$ cat config.mk
export PLATFORM = sky130hd
export DESIGN_NAME = multicycle_control
export DESIGN_NICKNAME = d
export VERILOG_FILES = /design/src/rtl/ctrl_pkg.sv /design/src/rtl/wait_timer.sv /design/src/rtl/multicycle_control.sv
export SDC_FILE = /design/constraint.sdc
export NUM_CORES = 1
export LEC_CHECK = 0
export CORE_MARGIN = 1
export CORE_UTILIZATION = 42
export CTS_BUF_LIST = sky130_fd_sc_hd__clkbuf_16
export CTS_CLUSTER_DIAMETER = 40
export DETAILED_ROUTE_END_ITERATION = 6
export PLACE_DENSITY_LB_ADDON = 0.15
export SLEW_MARGIN = 20
export SYNTH_ARGS = -nofsm -noshare
export SYNTH_HDL_FRONTEND = slang
export SYNTH_HIERARCHICAL = 1
export SYNTH_SLANG_ARGS = --single-unit
$ cat constraint.sdc
create_clock -name clk -period 2.26 [get_ports clk]
set_input_delay 0.452 -clock clk [delete_from_list [all_inputs] [get_ports clk]]
set_output_delay 0.452 -clock clk [all_outputs]
set_load 0.01 [all_outputs]
$ cat src/rtl/ctrl_pkg.sv
// Shared types and constants for the multi-cycle instruction sequencer.
package ctrl_pkg;

    // Sequencer states; the encoding is exported on state_o for debug.
    typedef enum logic [2:0] {
        ST_FETCH  = 3'd0,
        ST_DECODE = 3'd1,
        ST_EXEC   = 3'd2,
        ST_MEM    = 3'd3,
        ST_WB     = 3'd4
    } state_t;

    // Legal opcodes occupy the two low bits; any set bit above them is illegal.
    localparam logic [1:0] OP_R   = 2'd0;
    localparam logic [1:0] OP_LW  = 2'd1;
    localparam logic [1:0] OP_SW  = 2'd2;
    localparam logic [1:0] OP_BEQ = 2'd3;

    // ALU operation selects.
    localparam logic [1:0] ALU_ADD   = 2'b00;
    localparam logic [1:0] ALU_SUB   = 2'b01;
    localparam logic [1:0] ALU_FUNCT = 2'b10;

    // Bundle of every datapath control produced by the sequencer.
    typedef struct packed {
        logic       imem_req;
        logic       ir_write;
        logic       pc_write;
        logic       pc_src;
        logic       reg_dst;
        logic       reg_write;
        logic       alu_src;
        logic [1:0] alu_op;
        logic       branch;
        logic       mem_read;
        logic       mem_write;
        logic       mem_to_reg;
        logic       illegal_op;
        logic       timeout;
    } ctrl_t;

endpackage

$ cat src/rtl/wait_timer.sv
// Counts consecutive cycles spent waiting on a memory ready and flags the
// cycle on which the wait budget runs out. TIMEOUT=0 disables the timer.
module wait_timer #(
    parameter int unsigned TIMEOUT = 16
) (
    input  logic clk,
    input  logic rst_n,
    input  logic clear,
    input  logic wait_en,
    input  logic ready,
    output logic expired
);

    generate
        if (TIMEOUT == 0) begin : g_inert
            // Wait forever: no counter, never expires.
            assign expired = 1'b0;
        end else begin : g_count
            localparam int unsigned CW = $clog2(TIMEOUT + 1);
            localparam logic [CW-1:0] LAST = CW'(TIMEOUT - 1);
            localparam logic [CW-1:0] SAT  = CW'(TIMEOUT);

            logic [CW-1:0] cnt_reg;

            // Wait-cycle counter: restarts on state entry or ready, saturates.
            always_ff @(posedge clk or negedge rst_n) begin
                if (!rst_n) begin
                    cnt_reg <= '0;
                end else if (clear || ready) begin
                    cnt_reg <= '0;
                end else if (wait_en && (cnt_reg != SAT)) begin
                    cnt_reg <= cnt_reg + 1'b1;
                end
            end

            // A ready arriving on the last allowed cycle still completes normally.
            assign expired = wait_en && !ready && (cnt_reg == LAST);
        end
    endgenerate

endmodule

$ cat src/rtl/multicycle_control.sv
// Multi-cycle control sequencer: steps each instruction through
// FETCH/DECODE/EXEC/MEM/WB and drives every datapath enable.
module multicycle_control
    import ctrl_pkg::*;
#(
    parameter int unsigned OP_W    = 2,
    parameter int unsigned TIMEOUT = 16
) (
    input  logic            clk,
    input  logic            rst_n,
    input  logic [OP_W-1:0] op,
    input  logic            imem_ready,
    input  logic            dmem_ready,
    input  logic            zero,
    output logic            imem_req,
    output logic            ir_write,
    output logic            pc_write,
    output logic            pc_src,
    output logic            reg_dst,
    output logic            reg_write,
    output logic            alu_src,
    output logic [1:0]      alu_op,
    output logic            branch,
    output logic            mem_read,
    output logic            mem_write,
    output logic            mem_to_reg,
    output logic            illegal_op,
    output logic            timeout,
    output logic [2:0]      state_o
);

    state_t          state_reg;
    state_t          state_next;
    logic [OP_W-1:0] op_q_reg;
    logic            run_q_reg;
    ctrl_t           ctrl_next;
    ctrl_t           ctrl_out;
    logic            op_illegal;
    logic            wait_en;
    logic            wait_ready;
    logic            wait_clear;
    logic            wait_expired;

    // Opcodes with any bit set above the two legal bits are illegal.
    generate
        if (OP_W > 2) begin : g_wide_op
            assign op_illegal = |op[OP_W-1:2];
        end else begin : g_narrow_op
            assign op_illegal = 1'b0;
        end
    endgenerate

    // The timer only runs while a request is outstanding.
    assign wait_en    = run_q_reg && ((state_reg == ST_FETCH) || (state_reg == ST_MEM));
    assign wait_ready = (state_reg == ST_FETCH) ? imem_ready : dmem_ready;
    assign wait_clear = (state_next != state_reg) || ctrl_next.timeout;

    wait_timer #(
        .TIMEOUT (TIMEOUT)
    ) u_wait_timer (
        .clk     (clk),
        .rst_n   (rst_n),
        .clear   (wait_clear),
        .wait_en (wait_en),
        .ready   (wait_ready),
        .expired (wait_expired)
    );

    // State, latched opcode and the run flag that holds off the first cycle.
    always_ff @(posedge clk or negedge rst_n) begin
        if (!rst_n) begin
            state_reg <= ST_FETCH;
            op_q_reg  <= '0;
            run_q_reg <= 1'b0;
        end else begin
            run_q_reg <= 1'b1;
            if (run_q_reg) begin
                state_reg <= state_next;
                if (state_reg == ST_DECODE) begin
                    op_q_reg <= op;
                end
            end
        end
    end

    // Next-state and control decode from state, opcode, zero and ready inputs.
    always_comb begin
        state_next = state_reg;
        ctrl_next  = '0;
        case (state_reg)
            ST_FETCH: begin
                ctrl_next.imem_req = 1'b1;
                if (imem_ready) begin
                    ctrl_next.ir_write = 1'b1;
                    ctrl_next.pc_write = 1'b1;
                    state_next         = ST_DECODE;
                end else if (wait_expired) begin
                    ctrl_next.timeout = 1'b1;
                    state_next        = ST_FETCH;
                end
            end
            ST_DECODE: begin
                // PC was already advanced in FETCH, so an illegal op just refetches.
                if (op_illegal) begin
                    ctrl_next.illegal_op = 1'b1;
                    state_next           = ST_FETCH;
                end else begin
                    state_next = ST_EXEC;
                end
            end
            ST_EXEC: begin
                case (op_q_reg[1:0])
                    OP_R: begin
                        ctrl_next.alu_op = ALU_FUNCT;
                        state_next       = ST_WB;
                    end
                    OP_LW, OP_SW: begin
                        ctrl_next.alu_op  = ALU_ADD;
                        ctrl_next.alu_src = 1'b1;
                        state_next        = ST_MEM;
                    end
                    default: begin
                        // BEQ: the PC update follows the live zero flag.
                        ctrl_next.alu_op   = ALU_SUB;
                        ctrl_next.branch   = 1'b1;
                        ctrl_next.pc_write = zero;
                        ctrl_next.pc_src   = 1'b1;
                        state_next         = ST_FETCH;
                    end
                endcase
            end
            ST_MEM: begin
                if (op_q_reg[1:0] == OP_LW) begin
                    ctrl_next.mem_read = 1'b1;
                end else begin
                    ctrl_next.mem_write = 1'b1;
                end
                if (dmem_ready) begin
                    state_next = (op_q_reg[1:0] == OP_LW) ? ST_WB : ST_FETCH;
                end else if (wait_expired) begin
                    ctrl_next.timeout = 1'b1;
                    state_next        = ST_FETCH;
                end
            end
            ST_WB: begin
                ctrl_next.reg_write = 1'b1;
                if (op_q_reg[1:0] == OP_LW) begin
                    ctrl_next.mem_to_reg = 1'b1;
                end else begin
                    ctrl_next.reg_dst = 1'b1;
                end
                state_next = ST_FETCH;
            end
            default: begin
                state_next = ST_FETCH;
            end
        endcase
    end

    // Outputs are forced low until the first edge after reset release.
    assign ctrl_out   = run_q_reg ? ctrl_next : '0;
    assign imem_req   = ctrl_out.imem_req;
    assign ir_write   = ctrl_out.ir_write;
    assign pc_write   = ctrl_out.pc_write;
    assign pc_src     = ctrl_out.pc_src;
    assign reg_dst    = ctrl_out.reg_dst;
    assign reg_write  = ctrl_out.reg_write;
    assign alu_src    = ctrl_out.alu_src;
    assign alu_op     = ctrl_out.alu_op;
    assign branch     = ctrl_out.branch;
    assign mem_read   = ctrl_out.mem_read;
    assign mem_write  = ctrl_out.mem_write;
    assign mem_to_reg = ctrl_out.mem_to_reg;
    assign illegal_op = ctrl_out.illegal_op;
    assign timeout    = ctrl_out.timeout;
    assign state_o    = run_q_reg ? state_reg : 3'd0;

endmodule

# Word level (Yosys, flattened, before mapping)
# Cells that the tools add are included.
# word_totals
regBits	11
in_bits	7
output_inout_bits	18
elab_cells	57
# op_classes
addsub	1
n_eq_ne	9
muxes	29
reduce_logical	14
# ops
cell	count
$mux W15	1
$mux W3	5
$pmux W3 S4	1
$mux W1	10
$mux W2	5
$mux W5	2
$eq A3 B2 Y1 const B	2
$pmux W3 S2	1
$add A5 B1 Y5 const B	1
$eq A5 B4 Y1 const B	1
$ne A5 B5 Y1 const B	1
$logic_and A1 B1 Y1	4
$mux W4	1
$pmux W1 S2	2
$pmux W2 S2	1
$eq A3 B1 Y1 const B	1
$eq A3 B3 Y1 const B	1
$logic_not A3 Y1	1
$logic_or A1 B1 Y1	3
$ne A3 B3 Y1	1
$reduce_or A3 Y1	1
$eq A2 B1 Y1 const B	1
$eq A2 B2 Y1 const B	1
$logic_not A2 Y1	1
other kinds (4)	4

# Logic depth before layout (Yosys ltp)
# depth
depth_word	12
mapped_depth	12
mapped_depth_nobuf	12

# Cells and area by module
# Netlist, hierarchy kept.
# by_module_without_submodules
mod	instances	cells_per_inst	area_per_inst_um2	seq_area_each_um2
multicycle_control	1	77	563.0	150.1
wait_timer	1	32	325.3	125.1

# Least setup slack after synthesis
# Ideal clock, no wire load.
# synth_path
kind	register to register
start	reg state_reg[0]
end	reg u_wait_timer.g_count.cnt_reg[4]
setup_ps	145
arrival_ps	2094
t_required_ps	2115
slack_ps	21
stages_incl_launch_ff	12
n_path_buf	1
synth_period_minus_slack_ps	2239
path_cell_list	dfrtp_1 -> buf_2 -> nor3_1 -> mux2_2 -> nor2_1 -> inv_1 -> o21ai_0 -> a21oi_1 -> o211ai_1 -> nor2_4 -> o21ai_0 -> a31oi_1
# synth_between
elab_chain_cells	12
word_cells_on_any_way	24
cone_classes	4 x eq/ne; 10 x mux; 10 x reduce/logical
# synth_rtl
item	line	rtl
start: declaration	multicycle_control.sv:32	state_t state_reg;
start signal: assignment	multicycle_control.sv:78	state_reg <= state_next;
$logic_not A3 Y1 (*)	multicycle_control.sv:55	assign wait_ready = (state_reg == ST_FETCH) ? imem_ready : dmem_ready;
$mux W1 (*)	multicycle_control.sv:55	
named net wait_ready	multicycle_control.sv:40	logic wait_ready;
$logic_not A1 Y1 (*)	wait_timer.sv:37	assign expired = wait_en && !ready && (cnt_reg == LAST);
$logic_and A1 B1 Y1 (*) (2 in a row)	wait_timer.sv:37	
named net wait_expired	multicycle_control.sv:42	logic wait_expired;
$mux W3	multicycle_control.sv:97, multicycle_control.sv:140	
$mux W3 (on tied branches)	multicycle_control.sv:138, multicycle_control.sv:93	
$pmux W3 S4	multicycle_control.sv:90	case (state_reg)
$ne A3 B3 Y1	multicycle_control.sv:56	assign wait_clear = (state_next != state_reg) || ctrl_next.timeout;
$logic_or A1 B1 Y1 (*)	multicycle_control.sv:56	
named net wait_clear	multicycle_control.sv:41	logic wait_clear;
$logic_or A1 B1 Y1 (*)	wait_timer.sv:29	end else if (clear || ready) begin
$mux W5 / $reduce_bool A2 Y1 (equally long branches)	n/a	
end signal: assignment	wait_timer.sv:32	cnt_reg <= cnt_reg + 1'b1;
end: declaration	wait_timer.sv:23	logic [CW-1:0] cnt_reg;
# The timed path passes the listed nets; every way through them passes the cells marked *.
# A chain may end at the register's enable or synchronous reset.

# Final worst setup path
# layout_path
start	reg u_wait_timer.g_count.cnt_reg[1]
end	reg u_wait_timer.g_count.cnt_reg[4]
# layout_between
elab_chain_cells	9
word_cells_on_any_way	19
cone_classes	1 x add/sub; 3 x eq/ne; 10 x mux; 5 x reduce/logical
# layout_rtl
item	line
$eq A5 B4 Y1 (*)	wait_timer.sv:37
$logic_and A1 B1 Y1 (*)	wait_timer.sv:37
named net wait_expired	multicycle_control.sv:42
$mux W3	multicycle_control.sv:97, multicycle_control.sv:140
$mux W3 (on tied branches)	multicycle_control.sv:138, multicycle_control.sv:93
$pmux W3 S4	multicycle_control.sv:90
$ne A3 B3 Y1	multicycle_control.sv:56
$logic_or A1 B1 Y1 (*)	multicycle_control.sv:56
named net wait_clear	multicycle_control.sv:41
$logic_or A1 B1 Y1 (*)	wait_timer.sv:29
$mux W5 / $reduce_bool A2 Y1 (equally long branches)	n/a
# The timed path passes the listed nets; every way through them passes the cells marked *. The select of a mux whose other input is x is not followed.

==> impl_metrics.yaml <==
global_route:
  grt_max_degree: 12
  grt_busiest_layer: "met2"
  gr-usage-met3_pct: 6.79
  grt_use_met2_pct: 31.1
  antenna_found_initial: 0
  grtUsageMet1_pct: 26.7
  grt_pass1_vias: 704
  grt_overflow: 0
  grt_pass1_wl_microns: 3080
  track_usage_pct: 19.8
timing:
  fin_crit_sh_pct: 104
  hold_violations: 0
  clock.fmax_mhz: 427
  worst_hold_slack_ns: 0.556
  clock_skew_ns: 0.00538
  slew_headroom_pct: 66.1
  rsz0062_at_grt: "yes"
  setup_ws_ns: -0.0847
  worstMarginPinSlew_ns: 0.508
  setup_viol: 4
  slew_violations: 0
  min_period_ns: 2.34
clock_network:
  cts_tree: "built"
  cts.sinks: 11
  clk_pin_slew_ns: 0.04
  cts-htree-levels: 1
  clk_latency_ns: 0.24
  cts-root-buf: "clkbuf_16"
  clk_path_buf_depth: 2
  numCtsBuffers: 3
cells_and_area:
  area_delta_synth_final_pct: 55.6
  multiInputGateArea_sq_um: 616
  stdcell_count: 174
  drive_above_1_share_pct: 27.9
  largest_reg_flops: 5
  final_nets: 161
  diodes: 0
  fin_area_sq_mm: 0.00138
  sequential_cell_area_sq_um: 275
  fill_cells: 145
power_and_ir_drop:
  swShare_pct: 40.2
  power_frac_seq_pct: 20.8
  ir_worst_vdd_mv: 0.762
  leakagePower_nw: 0.664
  power_mw: 1.46
  p_switching_mw: 0.587
  power_density_mw_per_mm2: 1060
  power_frac_clock_pct: 21.5
  p_int_mw: 0.874
  p_comb_share_pct: 57.8
logic_synthesis:
  yosysTopAreaCellShare_pct: 31.0
  yosys.area.top_type: "dfrtp_1"
  syn_inst: 109
  synth_area_sq_um: 888
  ys_ff_latch: 11
  synth_area_leaders: "dfrtp_1, ha_1, nand2_1"
  synth_flop_cell: "dfrtp_1"
  async_flop_share_pct: 100
  synth_edf_count: 0
  syn-num-nets: 122
  ys_seq_area_share_pct: 31.0
  synth_cell_type_count: 38
  syn_area_per_cell_sq_um: 8.15
  yosys_warnings: 6
  yosysMostFrequentCell: "nand2_1"
  synth_common_cells: "nand2_1, dfrtp_1, inv_1, a21oi_1, and2_1"
worst_setup_path:
  r2r_end: "u_wait_timer/g_count.cnt_reg[4]"
  crit_path_frequent_cell: "nor2_4"
  cp_max_fo: 7
  arrival_ns: 2.50
  cp_slowest_stage_delay_ns: 0.38
  cp-startpoint: "u_wait_timer/g_count.cnt_reg[1]"
  startpoint_type: "flip-flop"
  cp-endpoint: "u_wait_timer/g_count.cnt_reg[4]"
  required_ns: 2.41
  r2r_start: "u_wait_timer/g_count.cnt_reg[1]"
  end_kind: "flip-flop"
  path_cells: "ha_2 -> and3_4 -> ha_4 -> nand2_4 -> nor2_4 -> buf_6 -> or3_4 -> a21oi_2 -> o211ai_1 -> nor2_4 -> o21ai_2 -> a31oi_1"
  crit_slowest_cell: "dfrtp_1"
  reg2reg_depth: 12
  critPathKind: "reg2reg"
  ff2ff_setup_slack_ns: -0.08
floorplan:
  start_util_pct: 44.8
  dieWidth_microns: 48.0
  rows: 16
  fp.dieH_microns: 48.0
  ioPinCount: 25
  die-area_sq_mm: 0.00230
  core_sq_mm: 0.00198
run_status:
  violations: "setup timing"
  status: "complete, but fails checks"
placement:
  gp_congestion: 0.833
  hpwlAfterDp_microns: 1530
  dpl_cell_area_sq_mm: 0.00122
  dp_cells: 168
  port_buffers: 23
detailed_routing:
  drc_errors: 0
  routed_wl_microns: 2260
  postRouteAntennaNets: 0
  via_count: 862
  wl_per_cell_microns: 13.0
  dr.pass1.iters: 4
  viasPerCell: 4.95
  first_iter_violations: 27
flow_run:
  drv_cap: 0
worst_hold_path:
  worstHoldPathType: "in2async"
==> power by group through the flow <==
stage	sequential, mW	combinational (mW)	clock (mW)
floorplan	0.287	0.471	0
global placement	0.297	0.751	0
detailed placement	0.296	0.765	0
CTS	0.299	0.783	0.319
global route	0.307	0.914	0.337
finish	0.303	0.844	0.314
==> through the flow <==
stage,setup TNS [ns],util (%),setup WS (ns)
final,-0.241,69.8,-0.0847
after global routing,-0.586,69.8,-0.151
after CTS,-0.242,67.2,-0.0753
after detailed placement,-1.28,61.8,-0.270
after global placement,-1.16,61.8,-0.259
after floorplan,0,-,0.0210
==> worst min-delay path by stage <==
stage	startpoint	end	slack (ns)	depth (start not counted)
final	rst_n	u_wait_timer/g_count.cnt_reg[2]	0.56	1
after global routing	rst_n	u_wait_timer/g_count.cnt_reg[3]	0.60	1
after CTS	rst_n	u_wait_timer/g_count.cnt_reg[3]	0.57	1
after detailed placement	u_wait_timer/g_count.cnt_reg[2]	u_wait_timer/g_count.cnt_reg[2]	0.57	2
after global placement	u_wait_timer/g_count.cnt_reg[2]	u_wait_timer/g_count.cnt_reg[2]	0.55	2
after floorplan	rst_n	op_q_reg[0]	0.16	0
==> kinds of logic after synthesis <==
logic type	count (synthesis)	synth area share (%)
buffers and inverters	16	8.73
DFF	11	31.0
xor gates and xnor gates	1	0.986
muxes	3	3.52
adders and majority gates	6	8.45
and+or+nand+nor	49	33.1
other	2	0.845
AOI/OAI and AO/OA	21	13.4
==> cell usage in the layout (no fill, tap or decap), types with 3 or more instances in the layout <==
cell	instances
and2_1	7
dlygate4sd2_1	12
dfrtp_1	11
nand3_1	3
nand2_1	12
nor3_1	3
clkbuf_16	3
ha_1	4
nor3_2	3
buf_4	16
a21oi_1	6
nor2_1	5
o21ai_0	4
inv_1	11
clkdlybuf4s50_1	10
==> worst max-delay path, delay by kind of cell (launching register included) <==
| family | cells | cell delay (ns) |
|---|---|---|
| buf+inv | 1 | 0.11 |
| flops | 1 | 0.38 |
| simple gates | 5 | 0.87 |
| fa+ha+maj | 2 | 0.37 |
| compound gates | 4 | 0.56 |
==> metal layers <==
| layer | up-vias | routed length, microns |
|---|---|---|
| met5 | - | 0 |
| met4 | 0 | 7 |
| met3 | 2 | 93 |
| met2 | 21 | 1100 |
| met1 | 400 | 1050 |
| li1 | 439 | - |
==> timing repair <==
| action | in CTS | in global routing |
|---|---|---|
| pin swaps | 8 | 6 |
| gates resized for setup | 28 | 9 |
| setup buffers | 1 | 2 |
| hold buffers | 0 | 0 |
| setup endpoints to repair | 18 | 6 |
==> cell type report <==
type | instances | share of cell area (%)
Clock buffer | 3 | 5.43
Sequential cell | 11 | 19.9
Clock inverter | 1 | 0.271
Multi-Input combinational cell | 82 | 44.5
Tap cell | 27 | 2.44
Inverter | 10 | 2.71
Timing Repair Buffer | 40 | 24.7
(Power assumes the default switching activity.)
